==> src/rtl/pipeline_pkg.sv <==
// pipeline_pkg: shared encodings for the MEM/WB write-back stage.
//   mtr_e  : MemtoReg write-back source select.
//   f3_e   : load width/sign codes carried in Fun3.
//   XLEN_D : default datapath width.
package pipeline_pkg;

  localparam int XLEN_D = 32;

  typedef enum logic [1:0] {
    MTR_ALU = 2'b00,
    MTR_MEM = 2'b01,
    MTR_PC4 = 2'b10,
    MTR_IMM = 2'b11
  } mtr_e;

  typedef enum logic [2:0] {
    F3_LB  = 3'b000,
    F3_LH  = 3'b001,
    F3_LW  = 3'b010,
    F3_LBU = 3'b100,
    F3_LHU = 3'b101
  } f3_e;

endpackage

==> src/rtl/pipeline_wb_stage_load_extender.sv <==
// load_extender: combinational sub-word load alignment and extension.
//   fun3_i : load width/sign code (unlisted codes behave as lw)
//   off_i  : byte offset within the word (ALU result [1:0])
//   word_i : raw aligned memory word, little-endian byte lanes
//   data_o : extended result
// Only instantiated when WB_LOAD_EXT_EN is defined.
module load_extender
  import pipeline_pkg::*;
#(
  parameter int XLEN = XLEN_D
) (
  input  logic [2:0]      fun3_i,
  input  logic [1:0]      off_i,
  input  logic [XLEN-1:0] word_i,
  output logic [XLEN-1:0] data_o
);

  logic [7:0]  byte_sel;
  logic [15:0] half_sel;

  always_comb begin
    byte_sel = word_i[8*off_i +: 8];
    // Halfword alignment uses off[1] only; off[0] is ignored.
    half_sel = off_i[1] ? word_i[31:16] : word_i[15:0];
    data_o   = word_i;
    case (fun3_i)
      F3_LB:   data_o = {{(XLEN-8){byte_sel[7]}}, byte_sel};
      F3_LBU:  data_o = {{(XLEN-8){1'b0}}, byte_sel};
      F3_LH:   data_o = {{(XLEN-16){half_sel[15]}}, half_sel};
      F3_LHU:  data_o = {{(XLEN-16){1'b0}}, half_sel};
      default: data_o = word_i;
    endcase
  end

endmodule

==> src/rtl/pipeline_wb_stage.sv <==
// pipeline_wb_stage: MEM/WB pipeline register and write-back select.
//   Inputs *_in_WB  : MEM-stage instruction fields, captured on clk_WB unless Stall_WB.
//   Stall_WB        : hold the register; the held write is re-presented each cycle.
//   Flush_WB        : invalidate the entry held after this edge (wins over stall).
//   RegWrite/Rd/Wt  : register-file write port toward decode, driven from flops only.
//   Retire_WB       : one pulse per instruction leaving WB; Instret_WB counts them (wraps).
// Build option: define WB_LOAD_EXT_EN to enable lb/lbu/lh/lhu extension; otherwise
// loads write the raw memory word and Fun3 is ignored.
module pipeline_wb_stage
  import pipeline_pkg::*;
#(
  parameter int CNT_W = 64,
  parameter int XLEN  = XLEN_D
) (
  input  logic             clk_WB,
  input  logic             rst_WB,
  input  logic             Stall_WB,
  input  logic             Flush_WB,
  input  logic             valid_in_WB,
  input  logic             RegWrite_in_WB,
  input  logic [1:0]       MemtoReg_in_WB,
  input  logic [2:0]       Fun3_in_WB,
  input  logic [4:0]       Rd_addr_in_WB,
  input  logic [XLEN-1:0]  ALU_out_in_WB,
  input  logic [XLEN-1:0]  Mem_data_in_WB,
  input  logic [XLEN-1:0]  PC4_in_WB,
  input  logic [XLEN-1:0]  Imm_in_WB,
  output logic             RegWrite_out_WB,
  output logic [4:0]       Rd_addr_out_WB,
  output logic [XLEN-1:0]  Wt_data_out_WB,
  output logic             Retire_WB,
  output logic [CNT_W-1:0] Instret_WB
);

  typedef struct packed {
    logic            regwrite;
    logic [1:0]      mtr;
    logic [2:0]      fun3;
    logic [4:0]      rd;
    logic [XLEN-1:0] alu;
    logic [XLEN-1:0] mem;
    logic [XLEN-1:0] pc4;
    logic [XLEN-1:0] imm;
  } wb_ent_t;

  wb_ent_t          ent_d, ent_q;
  logic             valid_d, valid_q;
  logic [CNT_W-1:0] instret_d, instret_q;
  logic [XLEN-1:0]  load_data;

  // A held entry retires only when it actually leaves WB (not stalled).
  assign Retire_WB = valid_q & ~Stall_WB & ~rst_WB;

  always_comb begin
    ent_d   = ent_q;
    valid_d = valid_q & ~Flush_WB;
    if (!Stall_WB) begin
      ent_d.regwrite = RegWrite_in_WB;
      ent_d.mtr      = MemtoReg_in_WB;
      ent_d.fun3     = Fun3_in_WB;
      ent_d.rd       = Rd_addr_in_WB;
      ent_d.alu      = ALU_out_in_WB;
      ent_d.mem      = Mem_data_in_WB;
      ent_d.pc4      = PC4_in_WB;
      ent_d.imm      = Imm_in_WB;
      valid_d        = valid_in_WB & ~Flush_WB;
    end
    instret_d = instret_q + CNT_W'(Retire_WB);
  end

  always_ff @(posedge clk_WB) begin
    if (rst_WB) begin
      ent_q     <= '0;
      valid_q   <= 1'b0;
      instret_q <= '0;
    end else begin
      ent_q     <= ent_d;
      valid_q   <= valid_d;
      instret_q <= instret_d;
    end
  end

`ifdef WB_LOAD_EXT_EN
  load_extender #(.XLEN(XLEN)) u_load_ext (
    .fun3_i (ent_q.fun3),
    .off_i  (ent_q.alu[1:0]),
    .word_i (ent_q.mem),
    .data_o (load_data)
  );
`else
  logic unused_fun3;
  assign unused_fun3 = ^ent_q.fun3;
  assign load_data   = ent_q.mem;
`endif

  always_comb begin
    Wt_data_out_WB = ent_q.alu;
    case (ent_q.mtr)
      MTR_ALU: Wt_data_out_WB = ent_q.alu;
      MTR_MEM: Wt_data_out_WB = load_data;
      MTR_PC4: Wt_data_out_WB = ent_q.pc4;
      MTR_IMM: Wt_data_out_WB = ent_q.imm;
      default: Wt_data_out_WB = ent_q.alu;
    endcase
  end

  // Writes to x0 are suppressed but the instruction still retires.
  assign RegWrite_out_WB = valid_q & ent_q.regwrite & (ent_q.rd != 5'd0);
  assign Rd_addr_out_WB  = ent_q.rd;
  assign Instret_WB      = instret_q;

endmodule

==> config.mk <==
export PLATFORM = sky130hd
export DESIGN_NAME = pipeline_wb_stage
export DESIGN_NICKNAME = d
export VERILOG_FILES = /design/src/rtl/pipeline_pkg.sv /design/src/rtl/pipeline_wb_stage_load_extender.sv /design/src/rtl/pipeline_wb_stage.sv
export SDC_FILE = /design/constraint.sdc
export NUM_CORES = 1
export LEC_CHECK = 0
export BUFFER_PORTS_ARGS = -buffer_cell sky130_fd_sc_hd__buf_2
export CAP_MARGIN = 20
export CELL_PAD_IN_SITES_DETAIL_PLACEMENT = 0
export CELL_PAD_IN_SITES_GLOBAL_PLACEMENT = 2
export CORE_MARGIN = 3
export CORE_UTILIZATION = 32
export DETAILED_ROUTE_END_ITERATION = 8
export HOLD_SLACK_MARGIN = 0.02
export PLACE_DENSITY = 0.85
export SKIP_CTS_REPAIR_TIMING = 1
export SYNTH_ARGS = -nofsm -noshare
export SYNTH_HDL_FRONTEND = slang
export SYNTH_SLANG_ARGS = --single-unit
==> constraint.sdc <==
create_clock -name clk_WB -period 4.1 [get_ports clk_WB]
set_input_delay 0.82 -clock clk_WB [delete_from_list [all_inputs] [get_ports clk_WB]]
set_output_delay 0.82 -clock clk_WB [all_outputs]
set_load 0.02 [all_outputs]
# After elaboration in Yosys (flattened, before gate mapping)
# Cells that the tools add are included.
[totals]
reg_bits = 201
inputBits = 144
output_inout_bits = 103
[classes]
n_addsub = 1
eq_ne = 3
muxes = 2
n_bitwise = 9
n_reduce_logical = 2
[ops]
columns = ["op", "n"]
rows = [
  ["case mux 32 bit (4 select lines)", 1],
  ["adder 64 x 1 -> 64 bit", 1],
  ["AND 1 bit", 6],
  ["nonzero test 5 bit", 1],
  ["== test 2 bit (second input constant)", 2],
  ["inverter 1 bit", 3],
  ["== test 2 x 1 -> 1 bit (second input constant)", 1],
  ["logical NOT 2 bit", 1],
  ["two-way mux 1 bit", 1],
]

# Longest topological paths before layout
# Gate-level depths: netlist (run 1).
[depth]
depth_word = 4
depth_mapped = 12
depth_no_buf = 8

# Least setup slack after synthesis (run 1)
# Ideal clock, no wire load.
[synth_timing]
path_kind = "input -> register"
start = "input Stall_WB"
end = "register instret_q[28] (netlist: Instret_WB[28])"
setup_time_ns = 0.123
t_arrival_ns = 3.933
required_time_ns = 3.977
setup_slack_ns = 0.044
path_stages = 11
path_cell_list = "clkbuf_1 buf_2 buf_1 nor3b_1 ha_1 ha_1 nand4_1 nor4_4 nand3_1 or2_1 mux2_1"
[synth_between]
elab_chain_len = 4
[synth_lines]
columns = ["item", "line_no", "text"]
rows = [
  ["from (decl)", "pipeline_wb_stage.sv:17", "input logic Stall_WB,"],
  ["inverter 1 bit", "pipeline_wb_stage.sv:52", "assign Retire_WB = valid_q & ~Stall_WB & ~rst_WB;"],
  ["AND 1 bit (2 in a row)", "pipeline_wb_stage.sv:52", ""],
  ["via Retire_WB", "pipeline_wb_stage.sv:31", "output logic Retire_WB,"],
  ["adder 64 x 1 -> 64 bit", "pipeline_wb_stage.sv:68", "instret_d = instret_q + CNT_W'(Retire_WB);"],
  ["to (signal assigned)", "pipeline_wb_stage.sv:79", "instret_q <= instret_d;"],
  ["to (decl)", "pipeline_wb_stage.sv:48", "logic [CNT_W-1:0] instret_d, instret_q;"],
]
# The timed path passes the listed nets, and every way through them passes these cells.
# A chain may end at the register's enable or synchronous reset.

# Worst setup path after layout (run 1)
[layout_timing]
start = "register ent_q[136] (netlist name)"
end = "output Wt_data_out_WB[2]"
[layout_between]
elab_chain_len = 2
[layout_lines]
columns = ["item", "line_no", "text"]
rows = [
  ["from (decl)", "pipeline_wb_stage.sv:46", "wb_ent_t ent_d, ent_q;"],
  ["from (signal assigned)", "pipeline_wb_stage.sv:77", "ent_q <= ent_d;"],
  ["== test 2 bit (tied with other cells)", "pipeline_wb_stage.sv:98", "case (ent_q.mtr)"],
  ["case mux 32 bit (4 select lines) (*)", "pipeline_wb_stage.sv:98", ""],
  ["to (decl)", "pipeline_wb_stage.sv:30", "output logic [XLEN-1:0] Wt_data_out_WB,"],
]
# Every way passes the cells marked *; elsewhere a longest branch is shown, timed or not.

==> impl_metrics.py, run 1 <==
metrics = {
    "clock_tree": {
        "clkTransAtPathRegs_ps": 60,
        "cts_root_buf": "clkbuf_16",
        "h-tree-depth": 1,
        "clkLatencyLatePin_ps": 510,
        "cts_buffers": 23,
        "clock_sinks": 201,
        "clockBufferDepth": 3,
        "cts_tree": "built",
    },
    "worst_setup_path": {
        "cp_slowest_cell": "dfxtp_2",
        "path_delay_family": "flip-flops",
        "arrival_ps": 2160,
        "cp_max_fo": 12,
        "critPathLaunchType": "register",
        "r2r_slack_ps": 1280,
        "startpoint": "ent_q[136]$_SDFFE_PP0N_",
        "worst-path-buf-inv": 2,
        "critPathMaxStageDelay_ps": 580,
        "crit_end": "Wt_data_out_WB[2]",
        "end_kind": "primary output",
        "r2r_cells": 9,
        "crit_chain": "buf_4 > mux4_2 > buf_2",
        "worstReg2RegEnd": "Instret_WB[28]$_SDFF_PP0_",
        "r2r_start": "valid_q$_SDFF_PP0_",
        "crit_cells": 3,
        "cp.required_ps": 3280,
        "crit_type": "reg -> out",
    },
    "floorplanning": {
        "io_pins": 247,
        "die_y_um": 170,
        "start_util": 0.329,
        "dieArea_um2": 29000,
        "rows": 59,
        "dieWidth_um": 170,
        "coreArea_um2": 26300,
    },
    "timing": {
        "clock_skew_ps": 8.65,
        "tns_ps": 0,
        "whs_ps": 473,
        "hold_viol": 0,
        "setup_violations": 0,
        "drv_slew": 0,
        "finalCritPeriodShare": 0.726,
        "worst_slew_pin_slew_ps": 986,
        "slew_headroom": 0.343,
        "period_needed_ps": 2980,
        "rsz0062_at_grt": "no",
        "max_freq_ghz": 0.336,
    },
    "global_route": {
        "antenna_found_initial": 13,
        "overflow": 0,
        "grt.total_usage": 0.156,
        "grt_pass1_vias": 6856,
        "grt_max_degree": 95,
        "grt_pass1_wl_um": 37100,
    },
    "drt": {
        "wire_per_inst_um": 16.3,
        "wirelength_um": 23200,
        "first_pass_iters": 6,
        "vias_per_cell": 4.84,
        "via_count": 6886,
        "drc_errors": 0,
        "drt-initial-drc-count": 332,
        "final_antenna_net_count": 0,
    },
    "pwr": {
        "power.density_nw_per_um2": 409,
        "irDropWorstVdd_mv": 0.257,
        "p_leak_uw": 0.00493,
    },
    "yosys": {
        "ys_seq_area_frac": 0.466,
        "synth_nets": 993,
        "synth_cells": 847,
        "syn_area_per_cell_um2": 10.2,
        "yosysWarnings": 0,
        "synth_seq_cells": 201,
        "synthDistinctLibCells": 46,
        "yosys.area.top_type": "dfxtp_1",
        "async_flop_share": 0,
        "synth_edf_count": 0,
        "synth_flop_cell": "dfxtp_1",
        "synth.top_cell.area_share": 0.466,
        "synthTopCellsByArea": "dfxtp_1 47%, mux2i_1 16%, mux4_2 8.3%",
        "mappedNetlistArea_um2": 8640,
    },
    "finish": {
        "regArea_um2": 4030,
        "design_area_um2": 10900,
        "layout-drive-gt1-share": 0.309,
        "multiInputGateArea_um2": 4350,
        "layout_commonest_cell": "buf_2",
        "final_cell_mix": "241 x buf_2, 199 x dfxtp_1, 175 x nor2_1",
        "nets": 1217,
        "area_growth_pct": 25.7,
        "fillers": 2668,
    },
    "worst_hold_path": {
        "hp-class": "in -> reg",
    },
    "outcome": {
        "status": "completed",
    },
    "place": {
        "io_buffers": 243,
        "gp_congestion": 0.742,
        "dpl_cell_area_um2": 10100,
        "dp_hpwl_um": 16400,
    },
    "flow_run": {
        "drv_cap": 0,
    },
}
[flip-flops by register name, summed over array words and instances (netlist names)]
signal / cells
valid_q: 1
Instret_WB: 64
load_data: 32
ent_q: 99
Rd_addr_out_WB: 5
[worst min-delay path by stage]
stage / endpoint / slack, ps / startpoint / depth (start not counted)
floorplan: ent_q[32]$_SDFFE_PP0N_ / 460 / ent_q[32]$_SDFFE_PP0N_ / 2
global placement: ent_q[16]$_SDFFE_PP0N_ / 470 / ent_q[16]$_SDFFE_PP0N_ / 2
detailed placement: ent_q[39]$_SDFFE_PP0N_ / 480 / ent_q[39]$_SDFFE_PP0N_ / 2
CTS: valid_q$_SDFF_PP0_ / 440 / Flush_WB / 2
global route: valid_q$_SDFF_PP0_ / 450 / Flush_WB / 2
finish: valid_q$_SDFF_PP0_ / 470 / Flush_WB / 2
[area by class of cell]
type                    instances  area share
diodes                          1    0.000230
clock buffers                  37      0.0624
clock inverters                 4     0.00357
inverters                       5     0.00173
multi-input cells             583       0.400
flip-flops and latches        201       0.371
well taps                     335      0.0386
repair buffers                257       0.123
[metrics by stage]
step	instances	setup slack [ps]	power (uW)	utilization
6_report	1423	1120	4440	0.413
5_1_grt	1423	950	4650	0.413
4_1_cts	1422	1020	4530	0.413
3_5_place_dp	1381	666	2540	0.386
3_3_place_gp	1381	701	2530	0.386
2_1_floorplan	847	44.1	2390	-
[cell usage after synthesis (2+ instances only)]
| master | n |
|---|---|
| dfxtp_1 | 201 |
| nor2_1 | 175 |
| mux2i_1 | 137 |
| mux4_2 | 32 |
| clkbuf_1 | 29 |
| a21oi_1 | 27 |
| nand2_1 | 27 |
| nand4_1 | 23 |
| or3_1 | 23 |
| o21ai_0 | 22 |
| nand3_1 | 21 |
| xor2_1 | 20 |
| buf_1 | 17 |
| and4_1 | 9 |
| xnor2_1 | 8 |
| and3_1 | 7 |
| buf_2 | 5 |
| buf_4 | 5 |
| inv_1 | 5 |
| nor2b_1 | 5 |
| o31ai_1 | 5 |
| nand3b_1 | 4 |
| nand4_2 | 4 |
| mux2_1 | 3 |
| nand4b_1 | 3 |
| nor3_1 | 3 |
| nor4_4 | 3 |
| or4_1 | 3 |
| ha_1 | 2 |
| nor3_2 | 2 |
| nor4_1 | 2 |
[kinds of logic after synthesis]
logic type / Yosys count / share of synthesized area
compound gates: 56 / 0.0349
xor+xnor: 28 / 0.0284
fa+ha+maj: 2 / 0.00290
buf+inv: 63 / 0.0313
flops: 201 / 0.466
mux: 172 / 0.246
simple gates: 325 / 0.191
[power by group]
| group | internal, uW | switching, uW | total [uW] | leakage [uW] |
|---|---|---|---|---|
| clock network | 1140 | 817 | 1950 | 0.000352 |
| logic | 202 | 208 | 410 | 0.00293 |
| registers | 2030 | 44.0 | 2080 | 0.00165 |
| total | 3370 | 1070 | 4440 | 0.00493 |
[routing by layer]
metal  wire (um)  up-vias  GRT usage
met5         142        -          0
met4         409       24     0.0317
met3        2120       45     0.0685
met2       10600      183      0.253
met1        9920     3180      0.194
li1            -     3454          -
Power figures use the tool's default switching activity.
==> run 2, diff against run 1 <==
==> constraint.sdc (replaced) <==
create_clock -name clk_WB -period 2.8 [get_ports clk_WB]
set_input_delay 0.56 -clock clk_WB [delete_from_list [all_inputs] [get_ports clk_WB]]
set_output_delay 0.56 -clock clk_WB [all_outputs]
set_load 0.02 [all_outputs]
==> run 2 against run 1 <==
  * Clock-buffer cell count down 2
  * Total power grew 56%
  * Critical path depth increased by 1
  * Sequential share of layout area decreased by 0.80 points
  * Sequential power grew 46%
  * First-iteration DRC count up 14%
  * Via count is 3.1% higher
  * Combinational power rose by 49%
  * Clock skew rose by 8.7 ps
  * Worst hold slack worse by 290 ps
  * Critical endpoint is now Wt_data_out_WB[9]
  * Largest cell class unchanged
==> impl_metrics.py, run 2 (same netlist as run 1, synthesis figures left out) <==
metrics = {
    "drt": {
        "wirelength_um": 23400,
        "vias_per_cell": 4.95,
        "final_antenna_net_count": 0,
        "via_count": 7100,
        "wire_per_inst_um": 16.3,
        "drt-initial-drc-count": 380,
        "drc_errors": 0,
        "first_pass_iters": 5,
    },
    "clock_tree": {
        "clkTransAtPathRegs_ps": 60,
        "clkLatencyLatePin_ps": 530,
        "cts_buffers": 25,
        "h-tree-depth": 1,
        "clock_sinks": 201,
        "cts_root_buf": "clkbuf_16",
        "clockBufferDepth": 3,
        "cts_tree": "built",
    },
    "timing": {
        "clock_skew_ps": 17.3,
        "drv_slew": 0,
        "max_freq_ghz": 0.377,
        "whs_ps": 185,
        "worst_slew_pin_slew_ps": 1130,
        "slew_headroom": 0.245,
        "hold_viol": 0,
        "setup_violations": 0,
        "rsz0062_at_grt": "no",
        "finalCritPeriodShare": 0.947,
        "period_needed_ps": 2650,
    },
    "finish": {
        "layout-drive-gt1-share": 0.322,
        "final_cell_mix": "241 x buf_2, 199 x dfxtp_1, 175 x nor2_1",
        "fin_cells": 1435,
        "design_area_um2": 11100,
        "nets": 1222,
        "regMostFlops": "ent_q",
        "area_growth_pct": 28.5,
        "layout_commonest_cell": "buf_2",
        "fin_util": 0.422,
        "largest_reg_flops": 99,
    },
    "place": {
        "dp.cells": 1384,
        "dp_hpwl_um": 15800,
        "gp_congestion": 0.766,
        "io_buffers": 243,
        "dpl_cell_area_um2": 10200,
    },
    "global_route": {
        "antenna_found_initial": 16,
        "grt_max_degree": 209,
        "grt_pass1_vias": 6844,
        "grt_pass1_wl_um": 36800,
        "grt.total_usage": 0.155,
        "overflow": 0,
    },
    "worst_hold_path": {
        "hp-class": "in -> reg",
    },
    "flow_run": {
        "drv_cap": 0,
    },
    "floorplanning": {
        "die_y_um": 170,
        "dieArea_um2": 29000,
        "dieWidth_um": 170,
        "rows": 59,
        "start_util": 0.329,
        "coreArea_um2": 26300,
        "io_pins": 247,
    },
    "pwr": {
        "irDropWorstVdd_mv": 0.473,
        "internal_power_uw": 5300,
        "pwr-share-comb": 0.088,
        "pwr-share-seq": 0.438,
        "p_leak_uw": 0.00503,
        "p_switching_uw": 1630,
        "clockPowerShare": 0.474,
        "sw_frac_of_total": 0.236,
        "power.density_nw_per_um2": 624,
    },
    "worst_setup_path": {
        "crit_chain": "buf_4 > buf_4 > mux4_2 > buf_2",
        "cp_max_fo": 19,
        "critPathMaxStageDelay_ps": 360,
        "arrival_ps": 2090,
        "cp.required_ps": 2240,
        "end_kind": "primary output",
        "worst-path-buf-inv": 3,
        "cp_common_cell": "buf_4",
        "cp_slowest_cell": "buf_4",
        "crit_type": "reg -> out",
        "critPathLaunchType": "register",
        "path_delay_family": "buffers and inverters",
    },
    "outcome": {
        "status": "completed",
    },
}
## run 2: worst register-to-register path: cells and delay by family (launching register included)
family	cells	cell delay [ps]
fa+ha+maj	2	440
simple gates	5	1000
buf+inv	1	210
flops	1	370
mux	1	300
## run 2: final timing paths
path | slack, ps | cells past startpoint | from | to
max | 150 | 4 | ent_q[137]$_SDFFE_PP0N_ | Wt_data_out_WB[9]
min | 180 | 2 | Flush_WB | valid_q$_SDFF_PP0_
max reg2reg | 360 | 9 | valid_q$_SDFF_PP0_ | Instret_WB[28]$_SDFF_PP0_
min reg2reg | 490 | 2 | load_data[28]$_SDFFE_PP0N_ | load_data[28]$_SDFFE_PP0N_
## run 2: routing by layer
layer / vias up / GRT usage / share of wire
met5: - / 0 / 0.0065
met4: 24 / 0.0399 / 0.026
met3: 58 / 0.0757 / 0.10
met2: 204 / 0.243 / 0.45
met1: 3344 / 0.190 / 0.42
li1: 3470 / - / -
## run 2: power by group through the flow
| stage | Sequential [uW] | Combinational, uW | Clock [uW] |
|---|---|---|---|
| floorplan | 3080 | 420 | 0 |
| global placement | 3100 | 613 | 0 |
| detailed placement | 3100 | 621 | 0 |
| CTS | 3040 | 622 | 3410 |
| global route | 3050 | 673 | 3530 |
| finish | 3040 | 612 | 3280 |
## run 2: final cells by class
class | instances | area (um2)
clock buffer | 35 | 733
clock inverter | 11 | 126
inverter | 5 | 18.8
timing repair buffer | 260 | 1390
fill | 2646 | 15200
antenna | 5 | 12.5
tap | 335 | 419
multi-input combinational | 583 | 4370
sequential | 201 | 4030
## run 2: stage by stage
step                setup slack [ps]  TNS (ps)  total power [uW]
floorplan                       -264     -1010              3500
global placement                 129         0              3710
detailed placement              81.9         0              3720
CTS                             82.2         0              7060
global route                    24.7         0              7250
finish                           148         0              6930
